==> src/rtl/ram_test_ctrl.sv <==
// Word-wide RAM march test: writes P(a) = {6'b0,a}^SEED over a range, reads back and counts mismatches.
// Define RAM_TEST_INV_PASS_EN to add a second write/read pass using ~P(a).
module ram_test_ctrl #(
    parameter logic [25:0] ADDR_FIRST = 26'h0000000,
    parameter logic [25:0] ADDR_LAST  = 26'h3FFFFFC,
    parameter logic [31:0] SEED       = 32'hA5C3_0F96
) (
    input  logic        clk,
    input  logic        reset,
    input  logic        start,
    output logic        ram_en,
    output logic        ram_wr,
    output logic [1:0]  ram_size,
    output logic [25:0] ram_addr,
    output logic [31:0] ram_data_out,
    input  logic [31:0] ram_data_in,
    input  logic        ram_wt,
    output logic        busy,
    output logic        done,
    output logic        pass,
    output logic [15:0] err_count,
    output logic [25:0] err_addr
);

    localparam logic [25:0] A_FIRST = {ADDR_FIRST[25:2], 2'b00};
    localparam logic [25:0] A_LAST  = {ADDR_LAST[25:2], 2'b00};

    // IDLE: waiting, or armed for one cycle when busy | WRITE/READ: pattern pass | DONE: results held
`ifdef RAM_TEST_INV_PASS_EN
    typedef enum logic [2:0] {IDLE, WRITE, READ, DONE, WRITE_INV, READ_INV} state_t;
`else
    typedef enum logic [1:0] {IDLE, WRITE, READ, DONE} state_t;
`endif

    function automatic logic [31:0] f_pat(input logic [25:0] a, input logic inv);
        logic [31:0] p;
        p = {6'b0, a} ^ SEED;
        return inv ? ~p : p;
    endfunction

    state_t      r_state, w_state_nxt;
    logic        r_en, w_en_nxt;
    logic        r_wr, w_wr_nxt;
    logic [25:0] r_addr, w_addr_nxt;
    logic [31:0] r_data, w_data_nxt;
    logic        r_busy, w_busy_nxt;
    logic        r_done, w_done_nxt;
    logic        r_pass, w_pass_nxt;
    logic [15:0] r_err_cnt, w_err_cnt_nxt;
    logic [25:0] r_err_addr, w_err_addr_nxt;

    logic        w_ack;
    logic        w_last;
    logic        w_inv;
    logic        w_mis;
    logic [25:0] w_addr_inc;
    logic [15:0] w_err_cnt_upd;
    logic [25:0] w_err_addr_upd;

`ifdef RAM_TEST_INV_PASS_EN
    assign w_inv = (r_state == WRITE_INV) || (r_state == READ_INV);
`else
    assign w_inv = 1'b0;
`endif

    assign w_ack          = r_en & ~ram_wt;
    assign w_last         = (r_addr == A_LAST);
    assign w_addr_inc     = r_addr + 26'd4;
    assign w_mis          = (ram_data_in != f_pat(r_addr, w_inv));
    assign w_err_cnt_upd  = (w_mis && r_err_cnt != 16'hFFFF) ? r_err_cnt + 16'd1 : r_err_cnt;
    assign w_err_addr_upd = (w_mis && r_err_cnt == 16'd0) ? r_addr : r_err_addr;

    always_comb begin
        w_state_nxt    = r_state;
        w_en_nxt       = r_en;
        w_wr_nxt       = r_wr;
        w_addr_nxt     = r_addr;
        w_data_nxt     = r_data;
        w_busy_nxt     = r_busy;
        w_done_nxt     = r_done;
        w_pass_nxt     = r_pass;
        w_err_cnt_nxt  = r_err_cnt;
        w_err_addr_nxt = r_err_addr;
        case (r_state)
            IDLE, DONE: begin
                if (r_busy) begin
                    w_state_nxt = WRITE;
                    w_en_nxt    = 1'b1;
                    w_wr_nxt    = 1'b1;
                    w_addr_nxt  = A_FIRST;
                    w_data_nxt  = f_pat(A_FIRST, 1'b0);
                end else if (start) begin
                    w_state_nxt    = IDLE;
                    w_busy_nxt     = 1'b1;
                    w_done_nxt     = 1'b0;
                    w_pass_nxt     = 1'b0;
                    w_err_cnt_nxt  = 16'd0;
                    w_err_addr_nxt = 26'd0;
                    w_addr_nxt     = A_FIRST;
                end
            end
            WRITE: begin
                if (w_ack) begin
                    if (w_last) begin
                        w_state_nxt = READ;
                        w_wr_nxt    = 1'b0;
                        w_addr_nxt  = A_FIRST;
                    end else begin
                        w_addr_nxt = w_addr_inc;
                        w_data_nxt = f_pat(w_addr_inc, 1'b0);
                    end
                end
            end
            READ: begin
                if (w_ack) begin
                    w_err_cnt_nxt  = w_err_cnt_upd;
                    w_err_addr_nxt = w_err_addr_upd;
                    if (w_last) begin
`ifdef RAM_TEST_INV_PASS_EN
                        w_state_nxt = WRITE_INV;
                        w_wr_nxt    = 1'b1;
                        w_addr_nxt  = A_FIRST;
                        w_data_nxt  = f_pat(A_FIRST, 1'b1);
`else
                        w_state_nxt = DONE;
                        w_en_nxt    = 1'b0;
                        w_busy_nxt  = 1'b0;
                        w_done_nxt  = 1'b1;
                        w_pass_nxt  = (w_err_cnt_upd == 16'd0);
`endif
                    end else begin
                        w_addr_nxt = w_addr_inc;
                    end
                end
            end
`ifdef RAM_TEST_INV_PASS_EN
            WRITE_INV: begin
                if (w_ack) begin
                    if (w_last) begin
                        w_state_nxt = READ_INV;
                        w_wr_nxt    = 1'b0;
                        w_addr_nxt  = A_FIRST;
                    end else begin
                        w_addr_nxt = w_addr_inc;
                        w_data_nxt = f_pat(w_addr_inc, 1'b1);
                    end
                end
            end
            READ_INV: begin
                if (w_ack) begin
                    w_err_cnt_nxt  = w_err_cnt_upd;
                    w_err_addr_nxt = w_err_addr_upd;
                    if (w_last) begin
                        w_state_nxt = DONE;
                        w_en_nxt    = 1'b0;
                        w_busy_nxt  = 1'b0;
                        w_done_nxt  = 1'b1;
                        w_pass_nxt  = (w_err_cnt_upd == 16'd0);
                    end else begin
                        w_addr_nxt = w_addr_inc;
                    end
                end
            end
`endif
            default: w_state_nxt = IDLE;
        endcase
    end

    always_ff @(posedge clk) begin
        if (reset) begin
            r_state    <= IDLE;
            r_en       <= 1'b0;
            r_wr       <= 1'b0;
            r_addr     <= A_FIRST;
            r_data     <= 32'd0;
            r_busy     <= 1'b0;
            r_done     <= 1'b0;
            r_pass     <= 1'b0;
            r_err_cnt  <= 16'd0;
            r_err_addr <= 26'd0;
        end else begin
            r_state    <= w_state_nxt;
            r_en       <= w_en_nxt;
            r_wr       <= w_wr_nxt;
            r_addr     <= w_addr_nxt;
            r_data     <= w_data_nxt;
            r_busy     <= w_busy_nxt;
            r_done     <= w_done_nxt;
            r_pass     <= w_pass_nxt;
            r_err_cnt  <= w_err_cnt_nxt;
            r_err_addr <= w_err_addr_nxt;
        end
    end

    assign ram_en       = r_en;
    assign ram_wr       = r_wr;
    assign ram_size     = 2'b10;
    assign ram_addr     = r_addr;
    assign ram_data_out = r_data;
    assign busy         = r_busy;
    assign done         = r_done;
    assign pass         = r_pass;
    assign err_count    = r_err_cnt;
    assign err_addr     = r_err_addr;

endmodule

==> config.mk <==
export PLATFORM = sky130hd
export DESIGN_NAME = ram_test_ctrl
export DESIGN_NICKNAME = d
export VERILOG_FILES = /design/src/rtl/ram_test_ctrl.sv
export SDC_FILE = /design/constraint.sdc
export NUM_CORES = 1
export LEC_CHECK = 0
export CAP_MARGIN = 20
export CORE_MARGIN = 2
export CORE_UTILIZATION = 38
export CTS_CLUSTER_SIZE = 14
export DETAILED_ROUTE_END_ITERATION = 10
export PLACE_DENSITY = 0.72
export SLEW_MARGIN = 10
export SYNTH_ARGS = -nofsm -noshare
export SYNTH_HDL_FRONTEND = slang
export SYNTH_SLANG_ARGS = --single-unit
export TNS_END_PERCENT = 20
==> constraint.sdc <==
create_clock -name clk -period 2.9 [get_ports clk]
set_clock_uncertainty 0.1 [all_clocks]
set_input_delay 0.58 -clock clk [delete_from_list [all_inputs] [get_ports clk]]
set_output_delay 0.58 -clock clk [all_outputs]
set_load 0.005 [all_outputs]
Word level (Yosys, flattened, before mapping)
Cells that the tools add are included.
{ "totals": {"regBits": 107, "latch_bits": 0, "ramBits": 0, "rom_bits": 0, "inputBits": 36, "output_inout_bits": 107, "elab_cells": 93, "mem_count": 0} }
{ "classes": {"addsub": 2, "multipliers": 0, "n_div": 0, "n_lt_le_gt_ge": 0, "eq_ne": 17, "shift": 0, "muxes": 43, "n_bitwise": 4, "n_reduce_logical": 17} }
{ "ops": {"columns": ["op", "n"], "rows": [
  ["$mux W26", 9],
  ["$mux W32", 3],
  ["$pmux W26 S3", 1],
  ["$mux W16", 4],
  ["$pmux W32 S2", 1],
  ["$pmux W26 S2", 1],
  ["$logic_not A16 Y1", 2],
  ["$ne A32 B32 Y1", 1],
  ["$not A13 Y16", 2],
  ["$pmux W16 S2", 1],
  ["$add A26 B3 Y26 const B", 1],
  ["$eq A26 B26 Y1 const B", 1],
  ["$ne A2 B2 Y1 const B", 10],
  ["$reduce_and A4 Y1", 5],
  ["$add A16 B1 Y16 const B", 1],
  ["$ne A16 B16 Y1 const B", 1],
  ["$reduce_and A5 Y1", 3],
  ["$mux W2", 6],
  ["$mux W1", 11],
  ["$pmux W1 S2", 5],
  ["$pmux W2 S3", 1],
  ["$eq A2 B2 Y1 const B", 2],
  ["$reduce_bool A2 Y1", 2],
  ["$ne A3 B3 Y1 const B", 1],
  ["other kinds (7)", 8]
]} }

Longest topological paths before layout
Gate-level depths: netlist (run 1).
{ "depth": {"word_depth": 8, "ltp_mapped": 12, "ltp_nobuf": 9} }

Worst setup path before layout (run 1)
No wires, ideal clock.
{ "synth_timing": {"path_type": "in2reg", "from": "input ram_data_in[28]", "to": "register r_err_cnt[0] (netlist: err_count[0])", "setup_time_ps": 128, "arrival_ps": 2338, "t_required_ps": 2672, "path_slack_ps": 334, "path_stages": 9, "n_path_buf": 1, "path_cell_list": "nor4bb_1 -> nand2_1 -> or4_4 -> o21ai_2 -> buf_6 -> nor2_1 -> mux2_2 -> a22oi_1 -> nor2_1"} }
{ "synth_via": {"elab_chain_cells": 5} }
{ "synth_lines": {"columns": ["item", "line", "text"], "rows": [
  ["start, declared", "16", "input logic [31:0] ram_data_in,"],
  ["$ne A32 B32 Y1", "69", "assign w_mis = (ram_data_in != f_pat(r_addr, w_inv));"],
  ["$logic_and A1 B1 Y1", "70", "assign w_err_cnt_upd = (w_mis && r_err_cnt != 16'hFFFF) ? r_err_cnt + 16'd1 : r_err_cnt;"],
  ["$mux W16", "70", null],
  ["$mux W16", "115", "if (w_ack) begin"],
  ["$pmux W16 S2", "84", "case (r_state)"],
  ["end signal, assigned", "190", "r_err_cnt <= w_err_cnt_nxt;"],
  ["end, declared", "49", "logic [15:0] r_err_cnt, w_err_cnt_nxt;"]
]} }
Every way passes these cells. The select of a mux whose other input is x is not followed.
A chain may end at the register's enable or synchronous reset.

Final worst setup path (run 1)
{ "layout_timing": {"from": "input ram_data_in[22]", "to": "register r_err_addr[19] (netlist: err_addr[19])"} }
{ "layout_via": {"elab_chain_cells": 4} }
{ "layout_lines": {"columns": ["item", "line", "text"], "rows": [
  ["$ne A32 B32 Y1", "69", null],
  ["$logic_and A1 B1 Y1", "71", "assign w_err_addr_upd = (w_mis && r_err_cnt == 16'd0) ? r_addr : r_err_addr;"],
  ["$ne A2 B2 Y1 (no line)", null, null],
  ["$reduce_and A5 Y1 (no line)", null, null],
  ["end signal, assigned", "191", "r_err_addr <= w_err_addr_nxt;"],
  ["end, declared", "50", "logic [25:0] r_err_addr, w_err_addr_nxt;"]
]} }
Every way passes these cells.

==> metrics, run 1 <==
status=finished, final reports clean; Hold Violations, Final=0; wl on met1=6970 microns; maxcap violations=0; dpl hpwl=12300 microns; Mapped Cells=676; count of cell types in the netlist=66; Initial DRC Count=562; Slew headroom=30.4%; cell taking the most area after synthesis=dfxtp_1; WL per Instance=16.9 microns; ANT cells=0; Hold Path End=ram_data_out[1]; number of global-route vias before repair=5058; Seq/Total Area, Yosys=36.2%; Final Power=4430 uW; Post-CTS Setup Bufs=0; Die Span Y=124 microns; most frequent cells in the layout=clkdlybuf4s50_1, nor2_1, dfxtp_1; Hold Worst Slack=0.375 ns; cells along the critical path=clkdlybuf4s50_1 > xor2_1 > nand4_1 > or4_4 > nor2_4 > or3_1 > a21o_2 > buf_12 > a22oi_1 > nor2_1; maximum clock rate=355 MHz; Num CTS Buffers=9; first-pass GRT wire length=26600 microns; Peak VDD IR=0.000428 V; Critical R2R Launch=r_state[0]; GRT Overall Usage=22.3%; kind of critical path=input pin to flop; post-route ant nets=0; DIE AREA=0.0154 sq mm; largest net degree at the start of global routing=73; RSZ-0062 raised after global routing=false; Row Count=43; Yosys reg bits=99; starting density of the core=39.2%; # port buffers=135; dominant cells by area after synthesis=dfxtp_1, nor2_1, a22oi_1; Longest Clk Path Bufs=2; initial antenna violation count=0; highest metal used=met4; final setup violation count=0; final wirelength=16800 microns; crit start category=input pin; Worst path slowest cell=or4_4; Pre-Repair DR Iteration Count=5; crit path capture type=flop; crit path max fanout=25; CTS tree=built; reg-to-reg endpoint=ram_addr[13]; pwr dens=594 mW/mm^2; worst min-delay path startpoint=ram_data_out[1]; final instance area=0.00746 sq mm; Nets=855; Slew Viols, Final=0; Crit path arrival time=3.00 ns; Vias/cell=5.44; Reg2Reg Depth=6; via count=5421; clk slew on worst S/H paths=0.06 ns; Hold Path Depth=2; GP Congestion=0.947; Detail Route met3 WL=1370 microns; area grow syn2layout=36.2%; Die X=124 microns; gr ovfl total=0; worst hold path type=flop to flop; asr flop ratio synth=0%; Avg Synthesized Cell Area=8.10 sq um; clock root buffer=clkbuf_16; Post-synth EDFFs=0; synth warn=0; clock latency at the later pin of the worst-skew pair=0.35 ns; met2 routed wirelength=8130 microns; Slew @ Worst Pin=1.04 ns; Placed Area=0.00712 sq mm; post-synth top area share=36.2%; clk sink count=99; CP max stage delay=0.58 ns; drt drc=0; commonest non-fill, non-tap cell in the layout=clkdlybuf4s50_1; H-tree depth=3; share of cells above drive strength 1=11.8%; Synth Flop Type=dfxtp_1; Reg2Reg Setup Slack=0.28 ns; Tmin final=2.81 ns; Synth Cell Area=0.00548 sq mm; critical path required time=3.08 ns; core area=0.0140 sq mm; I/O pin cnt=143; P_leak=0.00280 uW; final worst-path cycle share=97.0%
-- per-layer routing --
| layer | up-vias | global-route usage, % |
|---|---|---|
| met4 | 0 | 6.39 |
| met1 | 2549 | 28.4 |
| met2 | 215 | 36.4 |
| met3 | 25 | 6.73 |
| li1 | 2632 | - |
| met5 | - | 0 |
-- critical path: cells and delay by family --
kind            cells  cell delay (ns)
buf+inv             2             0.64
simple gates        5             1.17
xor+xnor            1             0.33
compound gates      2             0.26
-- cell families after synthesis --
group / after synthesis / share of synthesized area [%]
AO/OA/AOI/OAI: 159 / 18.9
XOR/XNOR: 50 / 7.99
adder cells (fa/ha/maj): 6 / 1.37
buffers and inverters: 78 / 8.34
flip-flops: 99 / 36.2
multiplexers: 10 / 1.94
other: 2 / 0.137
AND/OR/NAND/NOR: 272 / 25.2
-- area by class of cell --
type / instances / area, sq um
multi-input cells: 504 / 3090
clock inverters: 4 / 76.3
repair buffers: 193 / 1830
flip-flops and latches: 99 / 1980
clock buffers: 11 / 233
well taps: 180 / 225
fillers: 1330 / 6530
inverters: 6 / 22.5
-- worst max path at each step --
stage | from | end | slack (ns) | depth (start not counted)
final | ram_data_in[22] | err_addr[19] | 0.09 | 10
after global routing | ram_data_in[28] | pass | 0.004 | 10
after CTS | ram_data_in[31] | err_count[0] | 0.04 | 10
after detailed placement | ram_data_in[31] | err_count[0] | -0.33 | 10
after global placement | ram_data_in[29] | pass | -0.33 | 10
after floorplan | ram_data_in[28] | err_count[0] | 0.33 | 9
-- power by group --
part           internal [uW]  total, uW  switching [uW]
registers               1480       1560            80.3
clock network            754       1280             527
logic                    678       1590             911
total                   2910       4430            1520
-- stage by stage --
stage / std cells / utilization, % / setup TNS [ns] / setup WS [ns]
4_1_cts: 997 / 53.1 / 0 / 0.0360
2_1_floorplan: 681 / - / 0 / 0.334
6_report: 997 / 53.3 / 0 / 0.0857
3_5_place_dp: 982 / 50.9 / -10.91 / -0.333
3_3_place_gp: 982 / 50.9 / -10.33 / -0.329
5_1_grt: 997 / 53.3 / 0 / 0.00446
-- registers in the layout, summed over array words and instances, names as in the netlist --
signal,flops
done,1
err_count,16
ram_data_out,27
ram_addr,24
busy,1
ram_en,1
ram_wr,1
err_addr,25
r_state,2
pass,1
-- Yosys cell counts, types with 12 or more instances --
cell,instances
a21oi_1,40
xor2_1,24
nor2_1,121
nand4_1,20
nand3b_1,12
dfxtp_1,99
buf_2,12
nand2_1,28
a22oi_1,51
nand3_1,19
xnor2_1,26
buf_4,25
nor3_1,14
and3_1,13
o21ai_0,32
clkbuf_1,25
-- timing repair --
action / CTS / global route
hold endpoints to repair: 0 / 0
hold buffers: 0 / 0
gates resized for setup: 0 / 5
endpoints found under the setup margin: 0 / 18
Power figures use the tool's default switching activity.
==> run 2: changes to the inputs <==
--- a/config.mk
+++ b/config.mk
@@ -8,9 +8,11 @@
 export CAP_MARGIN = 20
 export CORE_MARGIN = 2
 export CORE_UTILIZATION = 38
+export CTS_BUF_LIST = sky130_fd_sc_hd__clkbuf_8
 export CTS_CLUSTER_SIZE = 14
 export DETAILED_ROUTE_END_ITERATION = 10
 export PLACE_DENSITY = 0.72
+export RECOVER_POWER = 100
 export SLEW_MARGIN = 10
 export SYNTH_ARGS = -nofsm -noshare
 export SYNTH_HDL_FRONTEND = slang
==> metrics, run 2 (synthesis results as in run 1) <==
status=finished, final reports clean; clock root buffer=clkbuf_8; Reg2Reg Setup Slack=0.21 ns (-0.07 ns); post_cts resized=0 (unchanged); starting density of the core=39.2% (unchanged); largest net degree at the start of global routing=73 (unchanged); via count=5394 (-0.50%); crit path capture type=flop; kind of critical path=input pin to flop; Reg area=0.00198 sq mm (unchanged); area grow syn2layout=31.8%; Reg2Reg Depth=10 (+4); # hold bufs at CTS=0 (unchanged); WL per Instance=16.9 microns (unchanged); GP Congestion=0.947 (unchanged); DIE AREA=0.0154 sq mm (unchanged); pwr dens=558 mW/mm^2 (-6.0%); Nets=855 (unchanged); GRT Overall Usage=22.2% (-0.087 points); H-tree depth=3 (unchanged); clk slew on worst S/H paths=0.10 ns (+0.04 ns); worst hold path type=flop to flop; Hold Violations, Final=0 (unchanged); clock latency at the later pin of the worst-skew pair=0.40 ns (+0.05 ns); Hold Worst Slack=0.374 ns (-0.00124 ns); Initial DRC Count=513 (-8.7%); Longest Clk Path Bufs=2 (unchanged); commonest non-fill, non-tap cell in the layout=nor2_1; maximum clock rate=365 MHz (+2.7%); crit path max fanout=3 (-88%); ANT cells=0 (unchanged); final setup violation count=0 (unchanged); core area=0.0140 sq mm (unchanged); dpl hpwl=12300 microns (unchanged); initial antenna violation count=0 (unchanged); final worst-path cycle share=94.5% (-2.5 points); crit start category=input pin; share of cells above drive strength 1=8.57% (-3.2 points); Post-CTS Setup Bufs=0 (unchanged); maxcap violations=0 (unchanged); Hold Path Depth=2 (unchanged); fill cell count=1376 (+3.5%); P_leak=0.00288 uW (+3.0%); Die Span Y=124 microns (unchanged); Slew headroom=31.8% (+1.4 points); Num CTS Buffers=9 (unchanged); drt drc=0 (unchanged); most frequent cells in the layout=nor2_1, dfxtp_1, dlygate4sd3_1; Final Power=4030 uW (-9.0%); Slew Viols, Final=0 (unchanged); critical path required time=3.12 ns (+0.04 ns); Peak VDD IR=0.000327 V (-24%); # port buffers=135 (unchanged); Tmin final=2.74 ns (-0.0738 ns); clk sink count=99 (unchanged); Vias/cell=5.41 (-0.50%); final wirelength=16800 microns (unchanged); number of global-route vias before repair=5063 (+0.099%); Crit path arrival time=2.96 ns (-0.04 ns); Setup crit start=ram_data_in[22]; first-pass GRT wire length=26400 microns (-0.80%); gr ovfl total=0 (unchanged); Pre-Repair DR Iteration Count=5 (unchanged); CTS tree=built; Slew @ Worst Pin=1.02 ns (-0.0210 ns); RSZ-0062 raised after global routing=false; worst min-delay path startpoint=ram_data_out[1]; max reg flops=27 (unchanged); post-route ant nets=0 (unchanged); I/O pin cnt=143 (unchanged); area of the multi-input gates=0.00304 sq mm (-1.6%); Critical R2R Launch=ram_addr[8]; Row Count=43 (unchanged); Die X=124 microns (unchanged)
## run 2: changes by cell type in the layout (fill, tap and decap cells not counted), sizes merged
cell           delta
clkdlybuf4s50    -79
inv               +2
clkbuf           +26
buf              -28
dlygate4sd3      +79
## run 2: critical path: stages
cell,delay (ns)
clkdlybuf4s50_1,0.47
xor2_1,0.33
nand4_1,0.16
or4_4,0.58
o21a_1,0.23
xor2_1,0.15
nor3_1,0.16
nand4_1,0.11
o31ai_1,0.18
## run 2: metrics by stage
stage | setup slack (ns) | cells | TNS, ns | area (sq um) | utilization (%)
final | 0.160 | 997 | 0 | 7220 | 51.6
after global placement | -0.329 | 982 | -10.33 | 7120 | 50.9
after detailed placement | -0.333 | 982 | -10.91 | 7120 | 50.9
after CTS | 0.0959 | 997 | 0 | 7330 | 52.4
after floorplan | 0.334 | 681 | 0 | 5500 | -
after global routing | 0.0132 | 997 | 0 | 7220 | 51.6
## run 2: where the power goes
| group | switching [uW] | leakage (uW) | internal [uW] |
|---|---|---|---|
| registers | 73.7 | 0.000802 | 1480 |
| clock network | 503 | 0.000108 | 477 |
| logic | 890 | 0.00197 | 607 |
| total | 1470 | 0.00288 | 2560 |
## run 2: layer usage
metal  GRT usage (%)  part of all wire [%]  up-vias
met2            36.1                    48      186
met3            6.82                   7.7       32
met4            7.23                   2.2        0
met1            28.0                    42     2540
met5               0                     0        -
li1                -                     -     2636
## run 2: cell type report
class | instances | area share [%]
clock buffer | 9 | 1.72
clock inverter | 6 | 1.16
inverter | 6 | 0.312
multi-input combinational | 504 | 42.1
sequential | 99 | 27.5
tap | 180 | 3.12
timing repair buffer | 193 | 24.1
## run 2: final timing paths
check	end
hold / removal	ram_data_out[1]
setup reg to reg	ram_addr[25]
setup / recovery	pass
hold reg to reg	ram_data_out[1]
==> run 3: changes to the inputs <==
--- a/config.mk
+++ b/config.mk
@@ -11,7 +11,7 @@
 export CTS_BUF_LIST = sky130_fd_sc_hd__clkbuf_8
 export CTS_CLUSTER_SIZE = 14
 export DETAILED_ROUTE_END_ITERATION = 10
-export PLACE_DENSITY = 0.72
+export MAX_ROUTING_LAYER = met4
 export RECOVER_POWER = 100
 export SLEW_MARGIN = 10
 export SYNTH_ARGS = -nofsm -noshare
==> metrics, run 3 (synthesis results as in run 1) <==
dpl hpwl=13300 microns (+8.2%); buffers and inverters on the worst path=2 (+1); # port buffers=135 (unchanged); Longest Clk Path Bufs=2 (unchanged); Slew @ Worst Pin=0.637 ns (-0.385 ns); DIE AREA=0.0154 sq mm (unchanged); clock root buffer=clkbuf_8; kind of critical path=input pin to flop; WL per Instance=18.2 microns (+7.9%); drt drc=0 (unchanged); H-tree depth=3 (unchanged); Tmin final=2.92 ns (+0.184 ns); fill cell count=1355 (-1.5%); # hold bufs at CTS=0 (unchanged); RSZ-0062 raised after global routing=true; Die X=124 microns (unchanged); critical path required time=3.09 ns (-0.03 ns); area grow syn2layout=35.7%; via count=5492 (+1.8%); Top Family by Delay on Critical Path=simple AND/OR/NAND/NOR gates; gr ovfl total=0 (unchanged); commonest non-fill, non-tap cell in the layout=nor2_1; status=complete, but fails checks; cells along the critical path=clkdlybuf4s50_1 > nor4bb_4 > nand2_1 > or4_4 > o21ai_2 > buf_4 > nor3_1 > xnor2_1 > nand4_1 > o31ai_2; crit start category=input pin; Pre-Repair DR Iteration Count=5 (unchanged); ANT cells=0 (unchanged); P_leak=0.00301 uW (+4.3%); clock latency at the later pin of the worst-skew pair=0.39 ns (about the same); CP max stage delay=0.56 ns (-0.02 ns); Post-CTS Setup Bufs=0 (unchanged); Slew Viols, Final=0 (unchanged); worst hold path type=flop to flop; Hold Violations, Final=0 (unchanged); largest net degree at the start of global routing=100 (+37%); Final WS setup=-0.0247 ns (-0.184 ns); clk slew on worst S/H paths=0.09 ns (about the same); Crit path arrival time=3.11 ns (+0.15 ns); final setup violation count=1 (+1); GRT Overall Usage=24.6% (+2.4 points); final worst-path cycle share=101% (+6.4 points); setup tns final=-0.0247 ns (-0.0247 ns); share of cells above drive strength 1=12.8% (+4.3 points); failing checks=negative setup slack; Initial DRC Count=404 (-21%); final wirelength=18300 microns (+8.8%); Num CTS Buffers=9 (unchanged); Slew headroom=57.4% (+26 points); Vias/cell=5.46 (+1.0%); maximum clock rate=342 MHz (-6.3%); core area=0.0140 sq mm (unchanged); pwr dens=562 mW/mm^2 (+0.69%); first-pass GRT wire length=28100 microns (+6.6%); Nets=862 (+0.82%); maxcap violations=0 (unchanged); Final Util=53.1% (+1.5 points); crit path max fanout=8 (+5); most frequent cells in the layout=nor2_1, dfxtp_1, clkdlybuf4s50_1; CTS tree=built; crit path capture type=flop; I/O pin cnt=143 (unchanged); post-route ant nets=0 (unchanged); max reg flops=27 (unchanged); number of global-route vias before repair=5217 (+3.0%); starting density of the core=39.2% (unchanged); GP Congestion=0.864 (-8.7%); clk sink count=99 (unchanged); Worst path slowest cell=or4_4; Row Count=43 (unchanged); initial antenna violation count=0 (unchanged); Peak VDD IR=0.000306 V (-6.4%); Die Span Y=124 microns (unchanged)
[run 3: cell type report]
class                      count  area [sq um]  area share (%)
clock inverter                 6          86.3            1.16
clock buffer                  10           138            1.85
sequential                    99          1980            26.7
inverter                       6          22.5           0.303
timing repair buffer         200          1880            25.3
tap                          180           225            3.03
multi-input combinational    504          3100            41.7
[run 3: power by group]
part	internal, uW	switching (uW)
Combinational	651	939
Clock	512	518
Sequential	1480	79.1
[run 3: stage by stage]
step / hold slack (ns) / setup WS (ns) / area, sq um / total power [uW] / std cells
6_report: 0.378 / -0.0247 / 7430 / 4180 / 1005
3_5_place_dp: 0.370 / -0.381 / 7170 / 3210 / 989
2_1_floorplan: 0.363 / 0.334 / 5500 / 2570 / 681
5_1_grt: 0.404 / -0.0728 / 7430 / 4410 / 1005
4_1_cts: 0.391 / 0.0277 / 7410 / 4250 / 1005
3_3_place_gp: 0.353 / -0.302 / 7170 / 3180 / 989
[run 3: what timing repair did]
action,CTS,global route
endpoints found under the hold margin,0,0
cloned,0,0
setup endpoints to repair,1,17
resized for setup,2,4
pin swaps,0,1
[run 3: worst paths after layout]
path / cells after the start / slack, ns / endpoint / start
worst max-delay path: 10 / -0.02 / pass / ram_data_in[31]
worst min-delay path: 2 / 0.38 / ram_data_out[1] / ram_data_out[1]
worst max register to register: 8 / 0.16 / ram_data_out[23] / ram_addr[21]
worst min register to register: 2 / 0.38 / ram_data_out[1] / ram_data_out[1]
[run 3: routing by layer]
layer	vias up	wire (microns)	global-route usage, %
met5	-	0	-
met4	0	461	7.94
met3	31	1030	5.91
met2	173	9090	40.6
met1	2641	7700	29.5
li1	2647	-	-
[run 3: tightest hold or removal path: cells and delay by family, from the launching register on]
kind,cells,cell delay (ns)
DFF,1,0.34
and+or+nand+nor,2,0.12
